### config.mk
export PLATFORM = sky130hd
export DESIGN_NAME = eth_rx_fcs_check
export DESIGN_NICKNAME = d
export VERILOG_FILES = /design/src/rtl/eth_pkg.sv /design/src/rtl/crc32_d8.sv /design/src/rtl/eth_rx_fcs_check.sv
export SDC_FILE = /design/constraint.sdc
export NUM_CORES = 1
export LEC_CHECK = 0
export ABC_CLOCK_PERIOD_IN_PS = 5300
export CORE_MARGIN = 2
export CORE_UTILIZATION = 45
export DETAILED_ROUTE_END_ITERATION = 12
export DONT_BUFFER_PORTS = 1
export SYNTH_ARGS = -nofsm -noshare
export SYNTH_HDL_FRONTEND = slang
export SYNTH_SLANG_ARGS = --single-unit
### constraint.sdc
create_clock -name clk -period 5.3 [get_ports clk]
set_input_delay 1.59 -clock clk [delete_from_list [all_inputs] [get_ports clk]]
set_output_delay 1.59 -clock clk [all_outputs]
set_load 0.005 [all_outputs]
### src/rtl/eth_pkg.sv
// Shared Ethernet constants and types used by the RX FCS checker and TX CRC generator.
package eth_pkg;
  localparam logic [31:0] CRC32_POLY_REFL = 32'hEDB88320;
  localparam logic [31:0] CRC32_RESIDUE   = 32'hDEBB20E3;
  localparam logic [31:0] CRC32_INIT      = 32'hFFFFFFFF;
  localparam int          FCS_BYTES       = 4;

  typedef enum logic [1:0] {
    IDLE,
    FILL,
    STREAM
  } rx_state_e;
endpackage

### src/rtl/crc32_d8.sv
// Combinational CRC-32 update for one byte, LSB-first (reflected) form.
module crc32_d8
  import eth_pkg::*;
#(
  parameter logic [31:0] POLY = CRC32_POLY_REFL
) (
  input  logic [31:0] crc_in,
  input  logic [7:0]  data,
  output logic [31:0] crc_out
);
  logic [31:0] c;

  always_comb begin
    c = crc_in ^ {24'h0, data};
    for (int i = 0; i < 8; i++) c = c[0] ? ((c >> 1) ^ POLY) : (c >> 1);
    crc_out = c;
  end
endmodule

### src/rtl/eth_rx_fcs_check.sv
// RX FCS checker/stripper: CRC over frame+FCS vs residue, 4-byte delay line hides the FCS.
module eth_rx_fcs_check
  import eth_pkg::*;
#(
  parameter int          DATALEN     = 8,
  parameter logic [31:0] CRC_POLY    = CRC32_POLY_REFL,
  parameter logic [31:0] CRC_RESIDUE = CRC32_RESIDUE,
  parameter int          LEN_W       = 12
) (
  input  logic               clk,
  input  logic               rst,
  input  logic               in_valid,
  input  logic [DATALEN-1:0] in_data,
  input  logic               in_last,
  output logic               out_valid,
  output logic [DATALEN-1:0] out_data,
  output logic               out_last,
  output logic               out_good,
  output logic [LEN_W-1:0]   out_len,
  output logic               runt,
  output logic [15:0]        good_cnt,
  output logic [15:0]        bad_cnt
);
  rx_state_e state_q, state_d;

  logic [31:0]                           crc_q, crc_nxt;
  logic [FCS_BYTES-1:0][DATALEN-1:0]     dly_q;
  logic [LEN_W-1:0]                      cnt_q, cnt_inc;
  logic eof, fwd, is_runt, fcs_ok, good_inc, bad_inc;

  crc32_d8 #(.POLY(CRC_POLY)) u_crc (
    .crc_in (crc_q),
    .data   (in_data),
    .crc_out(crc_nxt)
  );

  always_comb begin
    cnt_inc  = (cnt_q == '1) ? cnt_q : cnt_q + 1'b1;
    eof      = in_valid & in_last;
    // Only STREAM holds a full delay line, so only then does a new byte release one.
    fwd      = in_valid && (state_q == STREAM);
    is_runt  = eof && (cnt_inc <= LEN_W'(FCS_BYTES));
    fcs_ok   = (crc_nxt == CRC_RESIDUE);
    good_inc = fwd & eof & fcs_ok;
    bad_inc  = (fwd & eof & ~fcs_ok) | is_runt;
  end

  always_comb begin
    state_d = state_q;
    if (in_valid) begin
      if (in_last) state_d = IDLE;
      else begin
        case (state_q)
          IDLE:    state_d = FILL;
          FILL:    if (cnt_q == LEN_W'(FCS_BYTES - 1)) state_d = STREAM;
          default: state_d = state_q;
        endcase
      end
    end
  end

  always_ff @(posedge clk) begin
    if (rst) state_q <= IDLE;
    else     state_q <= state_d;
  end

  always_ff @(posedge clk) begin
    if (rst) begin
      crc_q <= CRC32_INIT;
      dly_q <= '0;
      cnt_q <= '0;
    end else if (in_valid) begin
      if (in_last) begin
        crc_q <= CRC32_INIT;
        dly_q <= '0;
        cnt_q <= '0;
      end else begin
        crc_q <= crc_nxt;
        dly_q <= {dly_q[FCS_BYTES-2:0], in_data};
        cnt_q <= cnt_inc;
      end
    end
  end

  always_ff @(posedge clk) begin
    if (rst) begin
      out_valid <= 1'b0;
      out_data  <= '0;
      out_last  <= 1'b0;
      out_good  <= 1'b0;
      out_len   <= '0;
      runt      <= 1'b0;
    end else begin
      out_valid <= fwd;
      out_last  <= fwd & eof;
      out_good  <= good_inc;
      runt      <= is_runt;
      if (fwd) out_data <= dly_q[FCS_BYTES-1];
      if (fwd && eof) out_len <= cnt_inc - LEN_W'(FCS_BYTES);
    end
  end

  always_ff @(posedge clk) begin
    if (rst) begin
      good_cnt <= '0;
      bad_cnt  <= '0;
    end else begin
      if (good_inc && good_cnt != 16'hFFFF) good_cnt <= good_cnt + 1'b1;
      if (bad_inc && bad_cnt != 16'hFFFF)   bad_cnt  <= bad_cnt + 1'b1;
    end
  end
endmodule

==> impl_metrics.yaml, run 1 <==
status:
  status: "finished, final reports clean"
logic_synthesis:
  post_synth_edffs: 0
  synthTopCellsByArea: "dfxtp_1, nand2_1, nor2_1, a21oi_1, xnor2_1"
  synth_sequential_area_ratio_pct: 36.7
  synth_area_leader_cell: "dfxtp_1"
  yosysUniqueCellTypes: 64
  synth_top_flop_cell: "dfxtp_1"
  synth.avg_cell_area_sq_um: 8.41
  synth_nets: 886
  yosysWarningCount: 0
  flip_flop_and_latch_count_after_synthesis: 134
  netlist.area_leader.share_pct: 36.7
  syn-cell-area_sq_um: 7300
  netlist_instances: 868
  post_synthesis_async_set_or_reset_flop_share_pct: 0
finish:
  final_cell_count_no_fill: 1066
  area.growth.synth_to_final_pct: 8.99
  layout_commonest_cell: "dfxtp_1"
  utilization_pct: 50.1
  number_of_nets_in_the_finished_design: 856
  layout_cell_share_with_drive_strength_beyond_1_pct: 7.76
  num_antenna_cells: 0
  final_cell_area_sq_um: 7960
  layout.cells.most_common_list: "dfxtp_1, nand2_1, nor2_1"
grt:
  wire_length_of_the_first_global_routing_pass_microns: 29300
  grt_start_max_net_pins: 108
  global_route.usage.total_pct: 20.9
  overflow: 0
  first_global_vias: 5691
  grt_antenna_before_repair: 0
min_path:
  hold_path.class: "reg2reg"
  hp-start: "dly_q[31]$_SDFFE_PP0P_"
  worstHoldEndpoint: "out_data[7]$_SDFFE_PP0P_"
  timing.hold.worst_path_depth: 2
clock_tree:
  clock-root-buffer: "clkbuf_16"
  cts.reportedPaths.clkPinSlew_ns: 0.06
  h_tree_levels: 4
  cts_inserted_buffers: 17
  worst_skew_pair.late_latency_ns: 0.42
  post_cts.repair.setup_buffers: 0
  post_cts.resized_instances: 0
  cts_sinks: 134
  tritoncts: "built"
  hold_bufs_at_cts: 0
  clk_path_buf_depth: 2
power_and_ir_drop:
  power.share.clock_pct: 32.6
  p_total_mw: 3.49
  switching_power_mw: 1.12
  portion_of_total_power_attributed_to_sequential_cells_pct: 33.2
  sw_frac_of_total_pct: 32.1
  internal_power_mw: 2.37
  comb_power_share_pct: 34.3
  p_per_cell_area_nw_per_um2: 439
  vdd.ir_drop.worst_v: 0.000302
  p_leak_nw: 2.97
setup_path:
  worst_flop_to_flop_path_endpoint: "bad_cnt[7]$_SDFFE_PP0P_"
  path_delay_family: "simple AND/OR/NAND/NOR gates"
  timing.critical_path.cells: "xnor2_4, xnor2_1, ha_1, nand2_1, and4b_1, o211ai_1, or4_1, and4b_1, nor3_1, mux2_1"
  required_ns: 5.61
  critical_path.slowest_cell: "and4b_1"
  worstReg2RegStart: "cnt_q[0]$_SDFFE_PP0P_"
  startpoint_type: "primary input"
  critical_path_class: "in2reg"
  worstPathArrival_ns: 4.82
  worstPathBufferInverterCount: 0
  r2r_cells: 11
  reg2reg_slack_ns: 0.88
  critical_path.endpoint_type: "flop"
  critical_path.most_common_cell: "and4b_1"
  critPathMaxFanout: 26
  critPathMaxStageDelay_ns: 0.90
drt:
  avgRoutedWirePerCell_microns: 16.5
  drt_first_pass_iters: 5
  dr_total_vias: 5906
  total_wirelength_microns: 17600
  avgViaCountPerCell: 5.54
  antenna_violating_nets_post_route: 0
  drt_iter0_markers: 459
  drc_violation_count_after_routing: 0
sta:
  setup_tns_ns: 0
  tightestPinTransition_ns: 1.15
  skew_ns: 0.00618
  final.hold.worst_slack_ns: 0.450
  fin_ws_ns: 0.784
  final_max_slew_viol_count: 0
  setup_repair_after_global_routing_missed_its_margin: "no"
  timing.final.crit_share_pct: 85.2
  setup_viol_count_final: 0
  fmaxAchievable_mhz: 221
  max-slew-margin-rel_pct: 23.5
  period_needed_ns: 4.52
  hold_violations: 0
die:
  die-area_sq_um: 17300
  die_x_microns: 131
  initial_core_util_pct: 46.0
  placementRows: 46
  floorplan.core_area_sq_um: 15900
  io-pin-count: 68
  chipHeight_microns: 131
placement:
  numPortBuffers: 0
  gp_routability_congestion: 0.927
  post-place-ws_ns: 0.395
  total_half_perimeter_wirelength_after_legalization_and_detailed_placement_microns: 12000
  placed_cells_incl_taps: 1035
  detailed_place.area_sq_um: 7390
flow_run:
  drv.max_cap_violation_count: 0
cell type report:
class                   instances  area, sq um
clock buffers                  24          502
clock inverters                 7         70.1
fillers                      1570         7930
inverters                       8         30.0
multi-input cells             669         4350
flip-flops and latches        134         2680
well taps                     216          270
repair buffers                  8         60.1
sequential cells by signal, indices dropped and copies added (netlist names):
| name | cells |
|---|---|
| runt | 1 |
| out_valid | 1 |
| out_len | 12 |
| crc_q | 32 |
| bad_cnt | 16 |
| cnt_q | 12 |
| good_cnt | 16 |
| state_q | 2 |
| dly_q | 32 |
| out_good | 1 |
| out_data | 8 |
| out_last | 1 |
worst max-delay path by stage:
stage	start	end	slack (ns)	cells past startpoint
floorplan	in_data[0]	bad_cnt[9]$_SDFFE_PP0P_	1.12	12
global placement	in_data[6]	bad_cnt[7]$_SDFFE_PP0P_	0.50	10
detailed placement	in_data[6]	bad_cnt[9]$_SDFFE_PP0P_	0.40	10
CTS	in_data[6]	bad_cnt[9]$_SDFFE_PP0P_	0.84	10
global route	cnt_q[0]$_SDFFE_PP0P_	bad_cnt[7]$_SDFFE_PP0P_	0.49	11
finish	in_data[6]	bad_cnt[7]$_SDFFE_PP0P_	0.78	10
tightest hold or removal path, cell delays in order, from the launching register on:
cell and delay (ns):
dfxtp_1 0.31, nand2_1 0.05, a21oi_1 0.05
metal layers:
metal,vias to the layer above,wire [microns],global-route usage [%]
met4,0,210,7.79
li1,2970,-,-
met3,17,871,5.09
met5,-,0,0
met2,140,8270,33.7
met1,2779,8220,27.3
logic make-up after synthesis:
group / synth area share [%]
compound gates: 15.2
simple gates: 24.2
mux: 2.59
xor+xnor: 16.4
fa+ha+maj: 1.03
flops: 36.7
buf+inv: 3.82
synthesized netlist by cell type, drive strengths merged (12+ instances only):
cell,count
nor3,12
xnor2,51
clkbuf,36
nand3,20
dfxtp,134
and3,14
or4,19
a21oi,77
nand2,125
o31ai,16
o21ai,39
nor2,115
buf,21
xor2,21
xnor3,14
power by group through the flow:
stage / combinational (mW) / clock (mW) / sequential (mW)
floorplan: 0.990 / 0 / 1.16
global placement: 1.18 / 0 / 1.18
detailed placement: 1.19 / 0 / 1.18
CTS: 1.20 / 1.16 / 1.16
global route: 1.31 / 1.21 / 1.17
finish: 1.20 / 1.14 / 1.16
No activity file was read; power rests on OpenSTA's default activity.
==> inputs of run 2 (changes only) <==
--- a/config.mk
+++ b/config.mk
@@ -5,7 +5,9 @@
 export SDC_FILE = /design/constraint.sdc
 export NUM_CORES = 1
 export LEC_CHECK = 0
-export ABC_CLOCK_PERIOD_IN_PS = 5300
+export ABC_CLOCK_PERIOD_IN_PS = 5600
+export CAP_MARGIN = 20
+export CORE_ASPECT_RATIO = 1.5
 export CORE_MARGIN = 2
 export CORE_UTILIZATION = 45
 export DETAILED_ROUTE_END_ITERATION = 12
==> constraint.sdc (replaced) <==
create_clock -name clk -period 5.6 [get_ports clk]
set_input_delay 1.68 -clock clk [delete_from_list [all_inputs] [get_ports clk]]
set_output_delay 1.68 -clock clk [all_outputs]
set_load 0.005 [all_outputs]
==> run 2 against run 1 <==
Via count rose by 1.2%. Critical path type unchanged. Count of clock-buffer cells in the layout is 4 lower. Combinational power shrank 4%. Flip-flop and latch count unchanged. Largest cell class unchanged. Sequential power down 6%. Die area is 0.12% higher. Power shrank 6.8%. Core utilization shrank 0.86 points.
==> impl_metrics.yaml, run 2 (synthesis results as in run 1) <==
clock_tree:
  post_cts.repair.setup_buffers: 0
  cts.reportedPaths.clkPinSlew_ns: 0.06
  clock-root-buffer: "clkbuf_16"
  post_cts.resized_instances: 0
  clk_path_buf_depth: 2
  h_tree_levels: 4
  hold_bufs_at_cts: 0
  worst_skew_pair.late_latency_ns: 0.42
  tritoncts: "built"
  cts_sinks: 134
  cts_inserted_buffers: 17
setup_path:
  timing.critical_path.cells: "xnor2_2, xnor2_1, ha_1, nand2_1, and4b_1, o211ai_1, or4_1, and4b_1, nor3_1, mux2_1"
  critical_path.slowest_cell: "and4b_1"
  critPathMaxStageDelay_ns: 0.87
  critical_path.endpoint_type: "flop"
  required_ns: 5.91
  worstPathArrival_ns: 4.89
  critPathMaxFanout: 26
  critical_path_class: "in2reg"
  critical_path.most_common_cell: "and4b_1"
  startpoint_type: "primary input"
die:
  initial_core_util_pct: 45.5
  die-area_sq_um: 17300
  chipHeight_microns: 160
  floorplan.core_area_sq_um: 16000
  die_x_microns: 108
  placementRows: 57
  io-pin-count: 68
finish:
  layout_cell_share_with_drive_strength_beyond_1_pct: 7.66
  layout_commonest_cell: "dfxtp_1"
  number_of_nets_in_the_finished_design: 854
  reg.largest.list: "crc_q: 32 flops, dly_q: 32 flops"
  num_antenna_cells: 0
  area.growth.synth_to_final_pct: 8.21
  fill_cells: 1547
  layout.cells.most_common_list: "dfxtp_1, nand2_1, nor2_1"
grt:
  first_global_vias: 5755
  grt_start_max_net_pins: 108
  grt_antenna_before_repair: 0
  wire_length_of_the_first_global_routing_pass_microns: 28900
  global_route.usage.total_pct: 21.1
  overflow: 0
sta:
  max-slew-margin-rel_pct: 38.7
  period_needed_ns: 4.58
  timing.final.crit_share_pct: 81.8
  final_max_slew_viol_count: 0
  skew_ns: 0.0102
  hold_violations: 0
  final.hold.worst_slack_ns: 0.449
  setup_repair_after_global_routing_missed_its_margin: "no"
  setup_tns_ns: 0
  fmaxAchievable_mhz: 218
  setup_viol_count_final: 0
  tightestPinTransition_ns: 0.918
min_path:
  hold_path.class: "reg2reg"
drt:
  drc_violation_count_after_routing: 0
  drt_iter0_markers: 598
  drt_first_pass_iters: 5
  dr_total_vias: 5976
  antenna_violating_nets_post_route: 0
  avgViaCountPerCell: 5.66
  avgRoutedWirePerCell_microns: 16.8
  total_wirelength_microns: 17700
power_and_ir_drop:
  portion_of_total_power_attributed_to_sequential_cells_pct: 33.5
  p_per_cell_area_nw_per_um2: 412
  sw_frac_of_total_pct: 33.7
  comb_power_share_pct: 35.2
  internal_power_mw: 2.16
  power.share.clock_pct: 31.3
  p_leak_nw: 2.94
  switching_power_mw: 1.10
  vdd.ir_drop.worst_v: 0.000221
status:
  status: "finished, final reports clean"
placement:
  gp_routability_congestion: 0.896
  numPortBuffers: 0
  total_half_perimeter_wirelength_after_legalization_and_detailed_placement_microns: 12500
flow_run:
  drv.max_cap_violation_count: 0
-- run 2: cell types whose count changed in the layout (fill, tap and decap cells not counted) --
| cell | previous run | this run |
|---|---|---|
| inv_6 | 0 | 5 |
| clkbuf_8 | 5 | 1 |
| buf_4 | 8 | 6 |
| bufinv_16 | 1 | 0 |
| clkinv_2 | 3 | 2 |
| clkinv_4 | 2 | 3 |
| clkinvlp_4 | 1 | 2 |
-- run 2: metrics by stage --
step	cells	utilization [%]	setup WS [ns]	power, mW	cell area [sq um]
2_1_floorplan	868	-	1.33	2.03	7300
6_report	1055	49.2	1.02	3.26	7900
3_3_place_gp	1023	45.9	0.665	2.24	7360
5_1_grt	1055	49.2	0.782	3.44	7900
3_5_place_dp	1023	45.9	0.600	2.25	7360
4_1_cts	1055	49.2	1.03	3.29	7900
-- run 2: area by class of cell --
class                   count  area [sq um]  area share (%)
clock buffers              20           447            5.65
inverters                   8          30.0           0.380
well taps                 206           258            3.26
multi-input cells         669          4350            55.0
clock inverters            12          95.1            1.20
flip-flops and latches    134          2680            33.9
repair buffers              6          45.0           0.570
-- run 2: power groups by stage --
stage               clock network, mW  registers [mW]  logic, mW
finish                           1.02            1.09       1.15
detailed placement                  0            1.11       1.14
floorplan                           0            1.09      0.937
global placement                    0            1.11       1.13
global route                     1.09            1.10       1.24
CTS                              1.05            1.09       1.15
-- run 2: final timing paths --
path	start	end	slack (ns)	cells after the start
worst max-delay path	in_data[0]	bad_cnt[7]$_SDFFE_PP0P_	1.02	10
worst min-delay path	dly_q[24]$_SDFFE_PP0P_	out_data[0]$_SDFFE_PP0P_	0.45	2
worst max register to register	cnt_q[0]$_SDFFE_PP0P_	bad_cnt[7]$_SDFFE_PP0P_	1.15	11
worst min register to register	dly_q[24]$_SDFFE_PP0P_	out_data[0]$_SDFFE_PP0P_	0.45	2
-- run 2: per-layer routing --
metal | vias to the layer above | global-route usage, % | routed length (microns)
met5 | - | 0 | 0
met4 | 0 | 9.97 | 551
met3 | 31 | 5.02 | 915
met2 | 170 | 37.0 | 9170
met1 | 2815 | 23.6 | 7090
li1 | 2960 | - | -
-- run 2: worst max-delay path, delay by kind of cell --
family | cells | cell delay, ns
AO/OA/AOI/OAI | 1 | 0.09
XOR/XNOR | 2 | 0.72
adder cells (fa/ha/maj) | 1 | 0.24
multiplexers | 1 | 0.34
AND/OR/NAND/NOR | 5 | 1.81
